--- src/rtl/alu_pkg.sv ---
// Shared definitions for the multi-cycle ALU control decoder: op encodings,
// ALU/MDU control codes, func7 classes and latency helpers.
package alu_pkg;

  localparam int CODE_W = 5;
  typedef logic [CODE_W-1:0] code_t;

  localparam logic [1:0] ALU_OP_ADD   = 2'b00;
  localparam logic [1:0] ALU_OP_SUB   = 2'b01;
  localparam logic [1:0] ALU_OP_RTYPE = 2'b10;
  localparam logic [1:0] ALU_OP_ITYPE = 2'b11;

  localparam code_t CTRL_AND    = 5'd0;
  localparam code_t CTRL_OR     = 5'd1;
  localparam code_t CTRL_ADD    = 5'd2;
  localparam code_t CTRL_SLL    = 5'd3;
  localparam code_t CTRL_SRL    = 5'd4;
  localparam code_t CTRL_XOR    = 5'd5;
  localparam code_t CTRL_SUB    = 5'd6;
  localparam code_t CTRL_SLT    = 5'd7;
  localparam code_t CTRL_MUL    = 5'd8;
  localparam code_t CTRL_MULH   = 5'd9;
  localparam code_t CTRL_MULHSU = 5'd10;
  localparam code_t CTRL_MULHU  = 5'd11;
  localparam code_t CTRL_DIV    = 5'd12;
  localparam code_t CTRL_DIVU   = 5'd13;
  localparam code_t CTRL_REM    = 5'd14;
  localparam code_t CTRL_REMU   = 5'd15;
  localparam code_t CTRL_SRA    = 5'd16;
  localparam code_t CTRL_SLTU   = 5'd17;

  localparam logic [6:0] F7_BASE   = 7'b0000000;
  localparam logic [6:0] F7_ALT    = 7'b0100000;
  localparam logic [6:0] F7_MULDIV = 7'b0000001;

  typedef enum logic {ST_IDLE, ST_BUSY} mc_state_e;

  // The M-extension block occupies the contiguous range MUL..REMU.
  function automatic logic is_multicycle(code_t code);
    return (code >= CTRL_MUL) && (code <= CTRL_REMU);
  endfunction

  function automatic int lat_select(logic is_mul, logic is_div, int mul_lat, int div_lat);
    if (is_div) return div_lat;
    if (is_mul) return mul_lat;
    return 1;
  endfunction

endpackage

--- src/rtl/alu_decode.sv ---
// Combinational RV32I+M decoder: maps alu_op/func7/func3 to an ALU/MDU code,
// flags unsupported encodings and classifies multiplier/divider ops.
module alu_decode
  import alu_pkg::*;
#(
  parameter bit EN_DIV = 1'b1
) (
  input  logic [1:0] alu_op,
  input  logic [6:0] func7,
  input  logic [2:0] func3,
  output code_t      code,
  output logic       illegal,
  output logic       is_mul,
  output logic       is_div
);

  function automatic code_t base_op(logic [2:0] f3);
    case (f3)
      3'b000:  return CTRL_ADD;
      3'b001:  return CTRL_SLL;
      3'b010:  return CTRL_SLT;
      3'b011:  return CTRL_SLTU;
      3'b100:  return CTRL_XOR;
      3'b101:  return CTRL_SRL;
      3'b110:  return CTRL_OR;
      default: return CTRL_AND;
    endcase
  endfunction

  function automatic code_t m_op(logic [2:0] f3);
    case (f3)
      3'b000:  return CTRL_MUL;
      3'b001:  return CTRL_MULH;
      3'b010:  return CTRL_MULHSU;
      3'b011:  return CTRL_MULHU;
      3'b100:  return CTRL_DIV;
      3'b101:  return CTRL_DIVU;
      3'b110:  return CTRL_REM;
      default: return CTRL_REMU;
    endcase
  endfunction

  // Illegal encodings leave code at 0 so no multi-cycle op can be started.
  always_comb begin
    code    = CTRL_AND;
    illegal = 1'b0;
    is_mul  = 1'b0;
    is_div  = 1'b0;
    case (alu_op)
      ALU_OP_ADD: code = CTRL_ADD;
      ALU_OP_SUB: code = CTRL_SUB;
      ALU_OP_RTYPE: begin
        if (func7 == F7_BASE) begin
          code = base_op(func3);
        end else if (func7 == F7_ALT) begin
          if (func3 == 3'b000)      code = CTRL_SUB;
          else if (func3 == 3'b101) code = CTRL_SRA;
          else                      illegal = 1'b1;
        end else if (func7 == F7_MULDIV) begin
          if (func3[2] && !EN_DIV) begin
            illegal = 1'b1;
          end else begin
            code   = m_op(func3);
            is_mul = !func3[2];
            is_div = func3[2];
          end
        end else begin
          illegal = 1'b1;
        end
      end
      default: begin
        // I-type: func7 only qualifies the shift-immediate forms.
        if (func3 == 3'b001) begin
          if (func7 == F7_BASE) code = CTRL_SLL;
          else                  illegal = 1'b1;
        end else if (func3 == 3'b101) begin
          if (func7 == F7_BASE)     code = CTRL_SRL;
          else if (func7 == F7_ALT) code = CTRL_SRA;
          else                      illegal = 1'b1;
        end else begin
          code = base_op(func3);
        end
      end
    endcase
  end

endmodule

--- src/rtl/alu_control_mc.sv ---
// EX-stage ALU control: combinational decode plus an IDLE/BUSY sequencer that
// stalls the pipeline for multiply/divide latency and pulses start/done.
module alu_control_mc
  import alu_pkg::*;
#(
  parameter int CTRL_W  = 5,
  parameter int MUL_LAT = 4,
  parameter int DIV_LAT = 32,
  parameter bit EN_DIV  = 1'b1
) (
  input  logic              clk,
  input  logic              rst,
  input  logic [1:0]        alu_op,
  input  logic [6:0]        func7,
  input  logic [2:0]        func3,
  input  logic              ex_valid,
  input  logic              flush,
  output logic [CTRL_W-1:0] alu_control,
  output logic              mc_start,
  output logic              mc_done,
  output logic              stall,
  output logic              illegal
);

  localparam int MAX_LAT = (MUL_LAT > DIV_LAT) ? MUL_LAT : DIV_LAT;
  localparam int CNT_W   = $clog2(MAX_LAT) + 1;

  mc_state_e        state, state_nxt;
  logic [CNT_W-1:0] cnt, cnt_nxt;
  code_t            op_q, op_nxt;

  code_t            dec_code;
  logic             dec_illegal;
  logic             dec_is_mul;
  logic             dec_is_div;
  logic             abort;
  logic             accept;
  logic [CNT_W-1:0] lat_m1;

  alu_decode #(
    .EN_DIV (EN_DIV)
  ) u_decode (
    .alu_op  (alu_op),
    .func7   (func7),
    .func3   (func3),
    .code    (dec_code),
    .illegal (dec_illegal),
    .is_mul  (dec_is_mul),
    .is_div  (dec_is_div)
  );

  assign abort  = rst || flush;
  assign accept = (state == ST_IDLE) && ex_valid && !abort && is_multicycle(dec_code);
  assign lat_m1 = CNT_W'(lat_select(dec_is_mul, dec_is_div, MUL_LAT, DIV_LAT) - 1);

  always_ff @(posedge clk) begin
    if (rst) begin
      state <= ST_IDLE;
      cnt   <= '0;
      op_q  <= '0;
    end else begin
      state <= state_nxt;
      cnt   <= cnt_nxt;
      op_q  <= op_nxt;
    end
  end

  // Flush kills the in-flight op outright; the done pulse is never issued.
  always_comb begin
    state_nxt = state;
    cnt_nxt   = cnt;
    op_nxt    = op_q;
    if (flush) begin
      state_nxt = ST_IDLE;
      cnt_nxt   = '0;
      op_nxt    = '0;
    end else begin
      case (state)
        ST_IDLE: begin
          if (accept) begin
            state_nxt = ST_BUSY;
            cnt_nxt   = lat_m1;
            op_nxt    = dec_code;
          end
        end
        default: begin
          if (cnt != '0) cnt_nxt = cnt - CNT_W'(1);
          else           state_nxt = ST_IDLE;
        end
      endcase
    end
  end

  always_comb begin
    alu_control = CTRL_W'(dec_code);
    illegal     = dec_illegal;
    mc_start    = 1'b0;
    mc_done     = 1'b0;
    stall       = 1'b0;
    if (!abort) begin
      case (state)
        ST_IDLE: begin
          mc_start = accept;
          stall    = accept;
        end
        default: begin
          alu_control = CTRL_W'(op_q);
          illegal     = 1'b0;
          if (cnt != '0) stall   = 1'b1;
          else           mc_done = 1'b1;
        end
      endcase
    end
  end

endmodule

--- config.mk ---
export PLATFORM = sky130hd
export DESIGN_NAME = alu_control_mc
export DESIGN_NICKNAME = d
export VERILOG_FILES = /design/src/rtl/alu_pkg.sv /design/src/rtl/alu_decode.sv /design/src/rtl/alu_control_mc.sv
export SDC_FILE = /design/constraint.sdc
export NUM_CORES = 1
export LEC_CHECK = 0
export CELL_PAD_IN_SITES_DETAIL_PLACEMENT = 1
export CELL_PAD_IN_SITES_GLOBAL_PLACEMENT = 1
export CORE_ASPECT_RATIO = 0.6
export CORE_MARGIN = 2
export CORE_UTILIZATION = 32
export DETAILED_ROUTE_END_ITERATION = 10
export GPL_ROUTABILITY_DRIVEN = 0
export HOLD_SLACK_MARGIN = 0.08
export MAX_ROUTING_LAYER = met4
export PLACE_DENSITY = 0.82
export SYNTH_ARGS = -nofsm -noshare
export SYNTH_HDL_FRONTEND = slang
export SYNTH_SLANG_ARGS = --single-unit
--- constraint.sdc ---
create_clock -name clk -period 1.9 [get_ports clk]
set_input_delay 0.38 -clock clk [delete_from_list [all_inputs] [get_ports clk]]
set_output_delay 0.38 -clock clk [all_outputs]
set_load 0.05 [all_outputs]
==> results of run 1 <==
[layout make-up]
class / instances / area, um2 / area share (%)
inverter: 9 / 40.04 / 1.810
tap: 45 / 56.30 / 2.545
sequential: 12 / 245.2 / 11.09
clock buffer: 4 / 55.05 / 2.489
multi-input combinational: 111 / 1050 / 47.45
timing repair buffer: 81 / 765.7 / 34.62
[report_power, final]
part / leakage [nW] / switching (W) / internal, W
Clock: 0.0288 / 0.000134 / 0.000185
Combinational: 0.786 / 0.000157 / 0.000123
Sequential: 0.0979 / 0.0000000448 / 0.000250
Total: 0.912 / 0.000291 / 0.000557
[cell families after synthesis]
kind of cell,Yosys count
simple gates,68
compound gates,38
buf+inv,16
flops,12
fa+ha+maj,3
xor+xnor,2
[layer usage]
layer  global-route usage [%]  vias up
met2                    65.81      122
met5                        -        -
met4                    16.67        0
li1                         -      661
met1                    49.26      830
met3                    15.00       54
[flip-flops by register name, summed over array words and instances (netlist names)]
name,flops
state,1
op_q,5
cnt,6
[what timing repair did]
item / CTS / global route
hold buffers: 0 / 0
resized for setup: 80 / 22
endpoints found under the hold margin: 0 / 0
pin swaps: 30 / 14
setup buffers: 16 / 7
endpoints found under the setup margin: 20 / 18
[cells in the final DEF (no fill, tap or decap), drive strengths merged, types with 4 or more instances in the layout]
cell type    synthesis  routed
a31oi                4       4
dfxtp               12      12
a21oi                9       9
nand2b               4       4
o21ai                8       8
nand3                6       6
dlygate4sd2          0       7
buf                  5      70
nor3                 6       6
nor2b                5       5
nand4                4       4
nand2               13      13
inv                  9       8
clkbuf               2       7
nor2                17      17
[worst paths after layout]
| check | from | end | slack (ns) |
|---|---|---|---|
| max | func7[4] | alu_control[2] | -0.50 |
| min | op_q[0] | op_q[0] | 0.49 |
| max reg2reg | cnt[0] | cnt[4] | 0.13 |
| min reg2reg | op_q[0] | op_q[0] | 0.49 |
[worst max-delay path: stages]
cell and delay, ns:
buf_6 0.10, or4_4 0.61, nor2_2 0.25, o22a_1 0.23
o22ai_4 0.10, o21ai_4 0.18, buf_12 0.16
[stage by stage]
| step | instances | TNS (ns) | total power, W | area [um2] |
|---|---|---|---|---|
| after floorplan | 139 | -1.079 | 0.0003469 | 1147 |
| after global placement | 242 | -10.04 | 0.0004657 | 1778 |
| after detailed placement | 242 | -12.07 | 0.0004769 | 1778 |
| after CTS | 258 | -3.458 | 0.0007982 | 2116 |
| after global routing | 262 | -4.189 | 0.0008696 | 2212 |
| final | 262 | -4.011 | 0.0008477 | 2212 |
==> flow_summary.ini, run 1 <==
[run_status]
status = complete, but fails checks
failed_checks = setup timing

[routing]
drcViolationCount = 0
dr_wl_met2_mm = 3.592
met3WireLength_um = 861
first_pass_iters = 4
drtIter0Drc = 137
vias = 1667
routedWlPerCell_um = 30.79
post_drt_via_cell_ratio = 6.363
met1_length_mm = 3.241
wirelength_mm = 8.067
highest_layer = met4
postRouteAntennaNets = 0

[sta]
final-hold-violation-count = 0
tightest_slew_ns = 0.4522
fin_crit_sh_pct = 126.2
slew_headroom_pct = 69.62
clock_skew_ns = 0.007978
hold_ws_ns = 0.4903
fmax_mhz = 417.2
setup-violations-final = 15
fin_ws_ns = -0.4972
finalMaxSlewViolations = 0
grt_setup_unrepaired = true
fin_crit_ns = 2.397

[global_route]
grt_max_degree = 12
grt_pass1_vias = 1765
grt_usage_pct = 41.92
grt_overflow = 0
antenna_found_initial = 0
grt_pass1_wl_mm = 11.12

[pwr]
ir_drop_uv = 348.8
power_density_nw_per_um2 = 383.2
p_leak_nw = 0.9122

[clock_network]
cts_buffers = 3
clock_path_buffers = 2
clk_latency_ns = 0.26
clk_pin_slew_ns = 0.06
h-tree-depth = 1
cts.sinks = 12
cts_tree = yes
clockRootBuffer = clkbuf_8

[setup_path]
end_kind = output port
crit_type = input pin to output port
reg2regPathDepth = 7
arrival_ns = 2.02
required_ns = 1.52
cp_max_fo = 5
cp-start-kind = input pin

[yosys]
yosysMostFrequentCell = nor2_1
netlist.area_leader.share_pct = 22.43
synth_cells = 139
ys_top_cells_by_count = 17 x nor2_1, 13 x nand2_1, 12 x dfxtp_1, 9 x inv_1, 8 x a21oi_1
syn_area_um2 = 1071
synth-edff-count = 0
yosys_most_used_dff = dfxtp_1
synth_async_sr_flop_share_pct = 0
synth_compound_area_share_pct = 25.82
synthDistinctLibCells = 46
synth_top_family_by_area = simple AND/OR/NAND/NOR gates
synthMuxAreaShare_pct = 0
synth_top_area_cell = dfxtp_1
syn_nets = 158
synth_area_leaders = dfxtp_1 22%, nor2_1 6.0%, nand2_1 4.6%
synth.avg_cell_area_um2 = 7.705
synth-adder-area-share_pct = 3.505
synth-seq-cells = 12
synth_xor_area_share_pct = 1.636
yosysWarnings = 0
ys_seq_area_share_pct = 22.43
synthSimpleGateAreaFrac_pct = 38.67

[floorplanning]
dieHeight_um = 48.81
start_util_pct = 33.23
ios = 25
fp.dieW_um = 78.69
die_area_um2 = 3841
row_count = 16
core-area_um2 = 3223

[finish]
final_nets = 237
drive_gt1_share_pct = 62.67
n_antenna_cell = 0
finish.utilization_pct = 68.63
area_delta_synth_final_pct = 106.5
n_fill_cell = 358

[worst_hold_path]
hp-class = flop to flop
hold_depth = 2

[flow_run]
cap_violations = 0

[place]
hpwl_mm = 4.146
dp_slack_ns = -0.8503
portBuffers = 24
(Power assumes the default switching activity.)
==> run 2, diff against run 1 <==
--- a/config.mk
+++ b/config.mk
@@ -9,12 +9,13 @@
 export CELL_PAD_IN_SITES_GLOBAL_PLACEMENT = 1
 export CORE_ASPECT_RATIO = 0.6
 export CORE_MARGIN = 2
-export CORE_UTILIZATION = 32
+export CORE_UTILIZATION = 40
 export DETAILED_ROUTE_END_ITERATION = 10
+export DONT_BUFFER_PORTS = 1
 export GPL_ROUTABILITY_DRIVEN = 0
 export HOLD_SLACK_MARGIN = 0.08
 export MAX_ROUTING_LAYER = met4
-export PLACE_DENSITY = 0.82
+export PLACE_DENSITY = 0.8
 export SYNTH_ARGS = -nofsm -noshare
 export SYNTH_HDL_FRONTEND = slang
 export SYNTH_SLANG_ARGS = --single-unit
==> flow_summary.ini, run 2 (synthesis gave the netlist of run 1 again) <==
[run_status]
status = complete, but fails checks
failed_checks = setup timing

[setup_path]
reg2regPathDepth = 7
crit_chain = or4_4 > nor3_4 > a21oi_1 > o21bai_1 > o21ai_4 > buf_12
cp_max_fo = 6
slowest_delay_ns = 0.62
worst-path-buf-inv = 1
cp.depth = 6
cp-start-kind = input pin
r2r_setup_slack_ns = 0.38
arrival_ns = 1.83
cp_slowest_cell = or4_4
crit_type = input pin to output port
end_kind = output port
crit_family = simple AND/OR/NAND/NOR gates
required_ns = 1.52

[sta]
fin_ws_ns = -0.3124
final-hold-violation-count = 0
fin_setup_tns_ns = -1.486
hold_ws_ns = 0.4248
finalMaxSlewViolations = 0
slew_headroom_pct = 62.28
fmax_mhz = 452.0
tightest_slew_ns = 0.5614
setup-violations-final = 6
fin_crit_sh_pct = 116.4
fin_crit_ns = 2.212
grt_setup_unrepaired = true
clock_skew_ns = 0.001951

[routing]
met3WireLength_um = 272
vias = 1202
routedWlPerCell_um = 21.97
met1_length_mm = 1.960
drcViolationCount = 0
highest_layer = met4
first_pass_iters = 4
dr_wl_met2_mm = 1.979
post_drt_via_cell_ratio = 6.196
postRouteAntennaNets = 0
wirelength_mm = 4.262
drtIter0Drc = 68

[global_route]
grt_overflow = 0
grt_usage_pct = 30.87
grt_pass1_vias = 1289
grt_pass1_wl_mm = 6.913
grt_max_degree = 12
antenna_found_initial = 0

[finish]
top_regs = cnt: 6 flops, op_q: 5 flops, state: 1 flops
final_nets = 182
final_cell_mix = 19 x buf_4, 14 x nor2_1, 13 x nand2_1, 10 x dfxtp_1, 8 x inv_1
n_antenna_cell = 0
layout_commonest_cell = buf_4
top_register = cnt
drive_gt1_share_pct = 40.12
largest_reg_flops = 6
area_delta_synth_final_pct = 43.81

[floorplanning]
fp.dieW_um = 70.80
die_area_um2 = 3121
ios = 25
start_util_pct = 42.46
core-area_um2 = 2522
row_count = 14
dieHeight_um = 44.08

[place]
portBuffers = 0
hpwl_mm = 2.969
dp_slack_ns = -0.3194

[pwr]
internal_power_w = 0.0004942
ir_drop_uv = 312.7
power_density_nw_per_um2 = 439.2
p_seq_share_pct = 37.2
p_leak_nw = 0.6015
comb_power_share_pct = 19.6
clock_power_share_pct = 43.2
p_sw_w = 0.0001823
p_sw_share_pct = 26.95

[clock_network]
holdBufCountCts = 0
cts_buffers = 3
cts_tree = yes
clock_path_buffers = 2
cts.sinks = 12
clk_latency_ns = 0.25
clockRootBuffer = clkbuf_8
h-tree-depth = 1
clk_pin_slew_ns = 0.06

[flow_run]
cap_violations = 0

[worst_hold_path]
hp-class = input pin to flop
hold_depth = 3
[run 2: through the flow]
stage / utilization [%] / power [W] / area, um2 / std cells
after global placement: 55.06 / 0.0003757 / 1389 / 186
after floorplan: - / 0.0003469 / 1147 / 139
final: 61.06 / 0.0006765 / 1540 / 194
after global routing: 61.06 / 0.0006991 / 1540 / 194
after detailed placement: 55.06 / 0.0003797 / 1389 / 186
after CTS: 60.57 / 0.0006792 / 1528 / 194
[run 2: worst register-to-register path, stage by stage (launching register included)]
cell     delay, ns
dfxtp_2       0.37
inv_1         0.08
ha_1          0.25
a31oi_4       0.21
nor2b_4       0.08
buf_4         0.16
a21oi_1       0.15
o32ai_1       0.10
[run 2: metal layers]
| metal | vias up | GRT usage (%) |
|---|---|---|
| li1 | 558 | - |
| met2 | 35 | 50.09 |
| met3 | 6 | 8.428 |
| met4 | 0 | 6.792 |
| met5 | - | - |
| met1 | 603 | 39.24 |
[run 2: worst paths after layout]
kind / to / start
max: alu_control[1] / func7[1]
min: cnt[5] / func3[2]
max reg2reg: cnt[4] / cnt[0]
min reg2reg: op_q[2] / op_q[2]
[run 2: what timing repair did]
item / in CTS / in global routing
buffers inserted: 4 / 0
gates resized for setup: 12 / 3
setup endpoints to repair: 9 / 9
pin swaps: 10 / 4
[run 2: area by class of cell]
type / instances / area, um2
fill: 300 / 982.2
multi-input combinational: 111 / 885.9
timing repair buffer: 26 / 282.8
sequential: 12 / 242.7
clock buffer: 4 / 55.05
tap: 32 / 40.04
inverter: 9 / 33.78
[run 2: power groups by stage]
stage	Clock, W	Sequential (W)	Combinational (W)
floorplan	0	0.000257	0.0000897
global placement	0	0.000257	0.000118
detailed placement	0	0.000257	0.000123
CTS	0.000298	0.000252	0.000130
global route	0.000308	0.000252	0.000140
finish	0.000292	0.000252	0.000133
